===== src/rtl/pipelined_ripple_adder_pkg.sv =====
// rtl/pipelined_ripple_adder_pkg.sv - shared sizing helpers for the pipelined ripple adder
package pipelined_ripple_adder_pkg;

    function automatic bit widths_ok(input int data_width, input int chunk_width);
        return (chunk_width > 0) && (data_width >= chunk_width) && (data_width % chunk_width == 0);
    endfunction

    function automatic int calc_stages(input int data_width, input int chunk_width);
        return data_width / chunk_width;
    endfunction

    function automatic int chunk_lo(input int idx, input int chunk_width);
        return idx * chunk_width;
    endfunction

    function automatic int chunk_hi(input int idx, input int chunk_width);
        return idx * chunk_width + chunk_width - 1;
    endfunction

endpackage


===== src/rtl/pipelined_ripple_adder_chunk.sv =====
// rtl/pipelined_ripple_adder_chunk.sv - combinational WIDTH-bit ripple adder from full-adder equations
module adder_chunk
    import pipelined_ripple_adder_pkg::*;
#(
    parameter int WIDTH = 4
) (
    input  logic [WIDTH-1:0] i_a,
    input  logic [WIDTH-1:0] i_b,
    input  logic             i_ci,
    output logic [WIDTH-1:0] o_s,
    output logic             o_co,
    output logic             o_c_msb_in
);

    logic [WIDTH:0] w_c;

    always_comb begin
        w_c    = '0;
        o_s    = '0;
        w_c[0] = i_ci;
        for (int i = 0; i < WIDTH; i++) begin
            o_s[i]   = i_a[i] ^ i_b[i] ^ w_c[i];
            w_c[i+1] = (i_a[i] & i_b[i]) | (w_c[i] & (i_a[i] ^ i_b[i]));
        end
    end

    assign o_co       = w_c[WIDTH];
    assign o_c_msb_in = w_c[WIDTH-1];

endmodule


===== src/rtl/pipelined_ripple_adder.sv =====
// rtl/pipelined_ripple_adder.sv - chunked, pipelined add/subtract with valid/ready back-pressure
module pipelined_ripple_adder
    import pipelined_ripple_adder_pkg::*;
#(
    parameter int DATA_WIDTH  = 16,
    parameter int CHUNK_WIDTH = 4
) (
    input  logic                  clk,
    input  logic                  rst_n,
    input  logic [DATA_WIDTH-1:0] din_a,
    input  logic [DATA_WIDTH-1:0] din_b,
    input  logic                  din_ci,
    input  logic                  din_sub,
    input  logic                  din_vld,
    output logic                  din_rd,
    output logic [DATA_WIDTH-1:0] dout_s,
    output logic                  dout_co,
    output logic                  dout_ovf,
    output logic                  dout_vld,
    input  logic                  dout_rd
);

    localparam int STAGES = calc_stages(DATA_WIDTH, CHUNK_WIDTH);

    if (!widths_ok(DATA_WIDTH, CHUNK_WIDTH)) begin : g_bad_width
        $error("DATA_WIDTH must be a non-zero multiple of CHUNK_WIDTH");
    end

    logic [DATA_WIDTH-1:0] w_b_eff;
    logic                  w_c_in;
    logic [STAGES-1:0]     w_v;
    logic [STAGES-1:0]     w_adv;
    logic [STAGES-1:0]     w_load;
    logic                  r_cmsb;

    // Subtraction is a + ~b + 1, so the carry-in is forced high and din_ci ignored.
    assign w_b_eff = din_sub ? ~din_b : din_b;
    assign w_c_in  = din_sub | din_ci;

    always_comb begin
        w_adv            = '0;
        w_load           = '0;
        w_adv[STAGES-1]  = w_v[STAGES-1] & dout_rd;
        for (int k = STAGES - 2; k >= 0; k--) begin
            w_adv[k] = w_v[k] & (~w_v[k+1] | w_adv[k+1]);
        end
        w_load[0] = din_vld & (~w_v[0] | w_adv[0]);
        for (int k = 1; k < STAGES; k++) begin
            w_load[k] = w_adv[k-1];
        end
    end

    assign din_rd = ~w_v[0] | w_adv[0];

    for (genvar k = 0; k < STAGES; k++) begin : g_stg
        localparam int LO = chunk_lo(k, CHUNK_WIDTH);
        localparam int RW = DATA_WIDTH - LO;
        localparam int SW = chunk_hi(k, CHUNK_WIDTH) + 1;

        // Stage k keeps result chunks 0..k and only the operand chunks still to be consumed.
        logic [RW-1:0]          w_a_rem;
        logic [RW-1:0]          w_b_rem;
        logic                   w_ci;
        logic [CHUNK_WIDTH-1:0] w_cs;
        logic                   w_co;
        logic                   w_cmsb;
        logic [SW-1:0]          w_sum_nx;
        logic                   r_v;
        logic                   r_c;
        logic [SW-1:0]          r_sum;

        if (k == 0) begin : g_in
            assign w_a_rem  = din_a;
            assign w_b_rem  = w_b_eff;
            assign w_ci     = w_c_in;
            assign w_sum_nx = w_cs;
        end else begin : g_in
            assign w_a_rem  = g_stg[k-1].g_op.r_opa;
            assign w_b_rem  = g_stg[k-1].g_op.r_opb;
            assign w_ci     = g_stg[k-1].r_c;
            assign w_sum_nx = {w_cs, g_stg[k-1].r_sum};
        end

        adder_chunk #(
            .WIDTH (CHUNK_WIDTH)
        ) u_chunk (
            .i_a        (w_a_rem[CHUNK_WIDTH-1:0]),
            .i_b        (w_b_rem[CHUNK_WIDTH-1:0]),
            .i_ci       (w_ci),
            .o_s        (w_cs),
            .o_co       (w_co),
            .o_c_msb_in (w_cmsb)
        );

        always_ff @(posedge clk or negedge rst_n) begin
            if (!rst_n) begin
                r_v   <= 1'b0;
                r_c   <= 1'b0;
                r_sum <= '0;
            end else if (w_load[k]) begin
                r_v   <= 1'b1;
                r_c   <= w_co;
                r_sum <= w_sum_nx;
            end else if (w_adv[k]) begin
                r_v   <= 1'b0;
            end
        end

        assign w_v[k] = r_v;

        if (k < STAGES - 1) begin : g_op
            logic [RW-CHUNK_WIDTH-1:0] r_opa;
            logic [RW-CHUNK_WIDTH-1:0] r_opb;
            logic                      w_unused_cmsb;

            always_ff @(posedge clk or negedge rst_n) begin
                if (!rst_n) begin
                    r_opa <= '0;
                    r_opb <= '0;
                end else if (w_load[k]) begin
                    r_opa <= w_a_rem[RW-1:CHUNK_WIDTH];
                    r_opb <= w_b_rem[RW-1:CHUNK_WIDTH];
                end
            end

            assign w_unused_cmsb = w_cmsb;
        end
    end

    always_ff @(posedge clk or negedge rst_n) begin
        if (!rst_n) begin
            r_cmsb <= 1'b0;
        end else if (w_load[STAGES-1]) begin
            r_cmsb <= g_stg[STAGES-1].w_cmsb;
        end
    end

    assign dout_vld = w_v[STAGES-1];
    assign dout_s   = g_stg[STAGES-1].r_sum;
    assign dout_co  = g_stg[STAGES-1].r_c;
    assign dout_ovf = r_cmsb ^ g_stg[STAGES-1].r_c;

endmodule


===== config.mk =====
export PLATFORM = sky130hd
export DESIGN_NAME = pipelined_ripple_adder
export DESIGN_NICKNAME = d
export VERILOG_FILES = /design/src/rtl/pipelined_ripple_adder_pkg.sv /design/src/rtl/pipelined_ripple_adder_chunk.sv /design/src/rtl/pipelined_ripple_adder.sv
export SDC_FILE = /design/constraint.sdc
export NUM_CORES = 1
export LEC_CHECK = 0
export BUFFER_PORTS_ARGS = -buffer_cell sky130_fd_sc_hd__buf_2
export CAP_MARGIN = 10
export CORE_ASPECT_RATIO = 1.1
export CORE_UTILIZATION = 50
export DETAILED_ROUTE_END_ITERATION = 12
export MAX_ROUTING_LAYER = met4
export PLACE_DENSITY = 0.71
export RECOVER_POWER = 50
export SLEW_MARGIN = 20
export SYNTH_ARGS = -nofsm -noshare
export SYNTH_HDL_FRONTEND = slang
export SYNTH_HIERARCHICAL = 1
export SYNTH_SLANG_ARGS = --single-unit
export TNS_END_PERCENT = 10

===== constraint.sdc =====
create_clock -name clk -period 6.14 [get_ports clk]
set_input_delay 0.307 -clock clk [delete_from_list [all_inputs] [get_ports clk]]
set_output_delay 0.307 -clock clk [all_outputs]
set_load 0.02 [all_outputs]

==> results of run 1 <==
per-stage QoR:
stage / total power, W / instance area, um2 / setup slack [ns] / utilization [%] / hold WS [ns]
global placement: 0.00165 / 4630 / 3.38 / 57.3 / 0.160
CTS: 0.00219 / 4890 / 3.68 / 60.5 / 0.162
detailed placement: 0.00169 / 4630 / 3.30 / 57.3 / 0.159
global route: 0.00229 / 4900 / 3.54 / 60.6 / 0.166
floorplan: 0.00148 / 4250 / 3.39 / - / 0.0114
finish: 0.00215 / 4900 / 3.69 / 60.6 / 0.176
what timing repair did:
item | CTS | global route
buffers inserted | 0 | 0
setup endpoints to repair | 0 | 0
hold buffers | 1 | 0
endpoints found under the hold margin | 12 | 0
gates resized for setup | 0 | 0
logic make-up (layout without fill, tap and decap cells):
family,after synthesis,after routing
mux,93,93
simple gates,13,13
flops,97,97
compound gates,1,1
fa+ha+maj,16,16
xor+xnor,17,17
buf+inv,42,107
worst reg2reg max path, cell delays in order (launching register included):
cell	delay, ns
dfrtp_1	0.39
fa_1	0.19
inv_1	0.06
fa_1	0.39
fa_1	0.37
inv_1	0.09
fa_1	0.40
mux2_2	0.26
report_power, final:
group / internal [W] / leakage [nW] / total (W) / switching, W
logic: 0.000335 / 1.01 / 0.000647 / 0.000312
registers: 0.000873 / 1.13 / 0.00100 / 0.000127
clock network: 0.000292 / 0.126 / 0.000499 / 0.000207
sequential cells by signal, summed over array words and instances (netlist names):
name / count
g_stg.r_v: 3
dout_s: 16
g_stg.r_sum: 24
r_cmsb: 1
dout_co: 1
dout_vld: 1
g_stg.r_c: 3
g_stg.g_op.r_opa: 24
g_stg.g_op.r_opb: 24
cells in the mapped netlist:
| cell | count | area share (%) |
|---|---|---|
| a21boi_2 | 1 | 0.26 |
| and4b_1 | 1 | 0.24 |
| buf_2 | 8 | 0.94 |
| buf_6 | 2 | 0.53 |
| dfrtp_1 | 97 | 57 |
| fa_1 | 16 | 7.5 |
| inv_1 | 32 | 2.8 |
| mux2_2 | 83 | 22 |
| mux2_4 | 10 | 3.5 |
| nand2_1 | 4 | 0.35 |
| nand2b_1 | 5 | 0.74 |
| nand3b_1 | 1 | 0.18 |
| nand4b_1 | 1 | 0.21 |
| or2_2 | 1 | 0.15 |
| xor2_1 | 17 | 3.5 |
metal layers:
layer  part of all wire [%]  up-vias
met5                      0        -
met4                    1.6        0
met3                    3.4       10
met2                     50       47
met1                     45     1119
li1                       -     1033
final cells by class:
type	count	share of cell area [%]
flip-flops and latches	97	49.6
multi-input cells	140	33.8
repair buffers	60	6.31
clock buffers	11	3.09
well taps	108	2.76
inverters	32	2.45
clock inverters	4	2.02
worst max-delay path by stage:
stage          startpoint           endpoint  slack [ns]  cells after the start
6_report          din_sub  g_stg[0].r_sum[3]        3.69                      9
5_1_grt           din_sub  g_stg[0].r_sum[3]        3.54                      9
4_1_cts           din_sub  g_stg[0].r_sum[3]        3.68                      9
3_5_place_dp      din_sub  g_stg[0].r_sum[3]        3.30                      9
3_3_place_gp      din_sub  g_stg[0].r_sum[3]        3.38                      9
2_1_floorplan     din_sub  g_stg[0].r_sum[3]        3.39                     10
==> flow_summary.json, run 1 <==
{
  "fp-row-count": 34,
  "place_congestion": 0.743,
  "r2r_end": "dout_s[15]",
  "boundaryPins": 58,
  "powerDensity_nw_per_um2": 438,
  "clock-sinks": 97,
  "final_layout_size_suffix_gt1_share_pct": 43.6,
  "fmax_mhz": 409,
  "cap_violations": 0,
  "antenna_found_initial": 0,
  "final_cell_mix": "dfrtp_1 (97), mux2_2 (83), buf_2 (37)",
  "grt_start_max_net_pins": 86,
  "crit_buf_inv": 3,
  "worst_setup_path_start_kind": "input pin",
  "critPathArrivalTime_ns": 2.68,
  "ctsRootBufferMaster": "clkbuf_8",
  "critPathMaxFanout": 17,
  "multiInputGateArea_um2": 1650,
  "synth_area_um2": 4250,
  "syn_area_per_cell_um2": 15.2,
  "synth-xor-area-share_pct": 3.50,
  "grt_pass1_wl_um": 10800,
  "nFillCells": 652,
  "numCtsBuffers": 9,
  "fin_crit_ns": 2.45,
  "area_growth_pct": 15.1,
  "n_antenna_cell": 0,
  "track_usage_pct": 16.4,
  "nNetsFinal": 394,
  "grt_pass1_vias": 2299,
  "cp_slowest_stage_delay_ns": 0.40,
  "reg2reg_from": "g_stg[2].g_op.r_opa[0]",
  "overflow": 0,
  "cp.required_ns": 6.38,
  "finalClockSkew_ns": 0.0119,
  "yosys_warnings": 6,
  "crit_top_cell": "fa_1",
  "gr-usage-met2_pct": 26.7,
  "tightest_slew_ns": 0.907,
  "worstHoldStart": "din_a[13]",
  "tns_ns": 0,
  "busiest_layer": "met2",
  "synth_top_family_by_area": "multiplexers",
  "fin_cells": 452,
  "slew_headroom_pct": 39.4,
  "timing.final.crit_share_pct": 39.8,
  "port_buffers": 57,
  "first_iter_violations": 47,
  "leakage_nw": 2.26,
  "die_area_um2": 8880,
  "synthSimpleGateAreaFrac_pct": 1.85,
  "post_drt_via_cell_ratio": 4.89,
  "synth-compound-area-share_pct": 0.265,
  "syn-num-nets": 333,
  "clock_path_buffers": 2,
  "layout_commonest_cell": "dfrtp_1",
  "ant_nets": 0,
  "wl_per_cell_um": 14.4,
  "crit_type": "in2reg",
  "fp.dieW_um": 89.9,
  "cts.reportedPaths.clkPinSlew_ns": 0.09,
  "firstDrtPassIters": 4,
  "seq_area_um2": 2430,
  "synth_seq_cells": 97,
  "worstSkewPairLatency_ns": 0.35,
  "met3_usage_pct": 4.01,
  "status": "completed",
  "cts_max_level": 3,
  "critPathTopFamily": "adder cells",
  "muxShareOfSynthArea_pct": 25.5,
  "vias": 2209,
  "seq_area_frac_synth_pct": 57.1,
  "core_area_um2": 8080,
  "tritoncts": "done",
  "synth_cells": 279,
  "hold_depth": 2,
  "critPathCaptureType": "flop",
  "drv_slew": 0,
  "gr-usage-met1_pct": 20.0,
  "wl_um": 6490,
  "ys_types": 15,
  "cpMaxStageDelayCell": "buf_2",
  "hold_violations": 0,
  "r2r_slack_ns": 3.87,
  "die-height_um": 98.7,
  "setup_viol": 0,
  "vdd_drop_max_v": 0.000219,
  "dp_hpwl_um": 4390,
  "synth-adder-area-share_pct": 7.53,
  "r2r_cells": 7,
  "rsz0062_at_grt": "no",
  "drcViolationCount": 0,
  "place_inst": 435,
  "path_cells": "buf_2 -> xor2_1 -> fa_1 -> inv_1 -> fa_1 -> fa_1 -> inv_1 -> fa_1 -> mux2_2",
  "hp-class": "in2reg",
  "whs_endpoint": "g_stg[0].g_op.r_opa[9]",
  "start_util_pct": 52.6
}
(Power assumes the default switching activity.)
==> run 2, diff against run 1 <==
clock period = 2.45 ns   (was 6.14 ns; I/O delays follow)
==> run 2 against run 1 <==
Routed wire length fell by 0.69%. Core utilization rose by 1.0 points. Clock power rose by 97%. Largest cell class unchanged.
==> flow_summary.json, run 2 (synthesis gave the netlist of run 1 again) <==
{
  "status": "completed",
  "setup_slack_ns": 0.201,
  "reg_top3": "g_stg.g_op.r_opa: 24 flops, g_stg.g_op.r_opb: 24 flops, g_stg.r_sum: 24 flops",
  "cpMaxStageDelayCell": "fa_1",
  "boundaryPins": 58,
  "tightest_slew_ns": 1.09,
  "final_layout_size_suffix_gt1_share_pct": 42.9,
  "crit_top_cell": "fa_1",
  "r2r_cells": 7,
  "worstHoldStart": "din_a[15]",
  "cp.required_ns": 2.69,
  "cts-resized-gates": 0,
  "vdd_drop_max_v": 0.000443,
  "finish.utilization_pct": 61.6,
  "finalPower_w": 0.00514,
  "clock-sinks": 97,
  "fmax_mhz": 445,
  "first_iter_violations": 64,
  "final_cell_mix": "dfrtp_1 (97), mux2_2 (83), buf_2 (38)",
  "place_area_um2": 4700,
  "overflow": 0,
  "cts_max_level": 3,
  "cts.reportedPaths.clkPinSlew_ns": 0.09,
  "wl_um": 6440,
  "r2r_end": "dout_s[15]",
  "hold_violations": 0,
  "hp-class": "in2reg",
  "clock_path_buffers": 2,
  "reg2reg_from": "g_stg[2].g_op.r_opa[0]",
  "critPathMaxFanout": 2,
  "rsz0062_at_grt": "no",
  "final_area_um2": 4980,
  "fp-row-count": 34,
  "vias": 2260,
  "crit_type": "reg2reg",
  "numCtsBuffers": 9,
  "place_congestion": 0.729,
  "tns_ns": 0,
  "tritoncts": "done",
  "post_drt_via_cell_ratio": 4.82,
  "finalClockSkew_ns": 0.00930,
  "die_area_um2": 8880,
  "critPathArrivalTime_ns": 2.49,
  "slew_headroom_pct": 27.6,
  "wl_per_cell_um": 13.7,
  "port_buffers": 57,
  "worst_setup_path_start_kind": "flop",
  "ctsRootBufferMaster": "clkbuf_8",
  "dp_hpwl_um": 4540,
  "area_growth_pct": 17.0,
  "path_cells": "fa_1 -> inv_1 -> fa_1 -> fa_1 -> inv_1 -> fa_1 -> mux2_2",
  "antenna_found_initial": 0,
  "drcViolationCount": 0,
  "pre_cts_slack_ns": 0.0759,
  "timing.final.crit_share_pct": 91.8,
  "leakage_nw": 2.29,
  "powerDensity_nw_per_um2": 1030,
  "whs_endpoint": "g_stg[0].g_op.r_opa[11]",
  "fp.dieW_um": 89.9,
  "die-height_um": 98.7,
  "track_usage_pct": 16.9,
  "layout_commonest_cell": "dfrtp_1",
  "n_antenna_cell": 0,
  "drv_slew": 0,
  "cap_violations": 0,
  "nNetsFinal": 411,
  "grt_start_max_net_pins": 54,
  "grt_pass1_vias": 2358,
  "firstDrtPassIters": 3,
  "core_area_um2": 8080,
  "start_util_pct": 52.6,
  "critPathCaptureType": "flop",
  "fin_crit_ns": 2.25,
  "worstSkewPairLatency_ns": 0.35,
  "r2r_slack_ns": 0.20,
  "cp_slowest_stage_delay_ns": 0.41,
  "grt_pass1_wl_um": 11200,
  "setup_viol": 0,
  "hold_depth": 2,
  "ant_nets": 0
}
run 2: cell types whose count changed in the layout (fill, tap and decap cells not counted), sizes merged, moves of 2 or more:
cell | before | now
buf | 39 | 44
bufinv | 3 | 1
clkinvlp | 0 | 3
dlygate4sd3 | 1 | 13
run 2: area by class of cell:
cell class,count,area (um2)
Inverter,32,120
Fill cell,665,3110
Timing Repair Buffer,77,458
Clock buffer,10,128
Clock inverter,5,57.6
Sequential cell,97,2430
Multi-Input combinational cell,140,1650
Tap cell,108,135
run 2: worst max-delay path by stage:
stage                           start                end  slack (ns)
3_3_place_gp                  din_sub  g_stg[0].r_sum[3]        0.17
5_1_grt        g_stg[2].g_op.r_opa[0]         dout_s[15]        0.09
2_1_floorplan                 din_sub  g_stg[0].r_sum[3]        0.04
3_5_place_dp                  din_sub  g_stg[0].r_sum[3]        0.08
6_report       g_stg[2].g_op.r_opa[0]         dout_s[15]        0.20
4_1_cts        g_stg[2].g_op.r_opa[0]         dout_s[15]        0.19
run 2: layer usage:
layer	vias up	global-route usage [%]	share of wire (%)
met3	11	3.32	3.7
met4	0	7.57	1.6
li1	1069	-	-
met1	1141	22.4	48
met2	39	25.6	47
met5	-	-	0
run 2: through the flow:
step	cells	hold WS, ns
finish	469	0.0348
global route	469	0.0296
CTS	469	0.0201
detailed placement	441	0.163
global placement	441	0.158
floorplan	279	-0.173
run 2: what timing repair did:
action | in CTS | in global routing
hold buffers | 13 | 0
hold endpoints to repair | 56 | 0
buffers inserted | 0 | 0
run 2: where the power goes:
group	internal [W]	switching [W]
registers	0.00219	0.000319
clock network	0.000465	0.000520
logic	0.000869	0.000780
total	0.00352	0.00162
run 2: critical path, delay by kind of cell (launching register included):
family / cells / cell delay [ns]
flip-flops: 1 / 0.38
adder cells (fa/ha/maj): 4 / 1.35
buffers and inverters: 2 / 0.15
multiplexers: 1 / 0.26
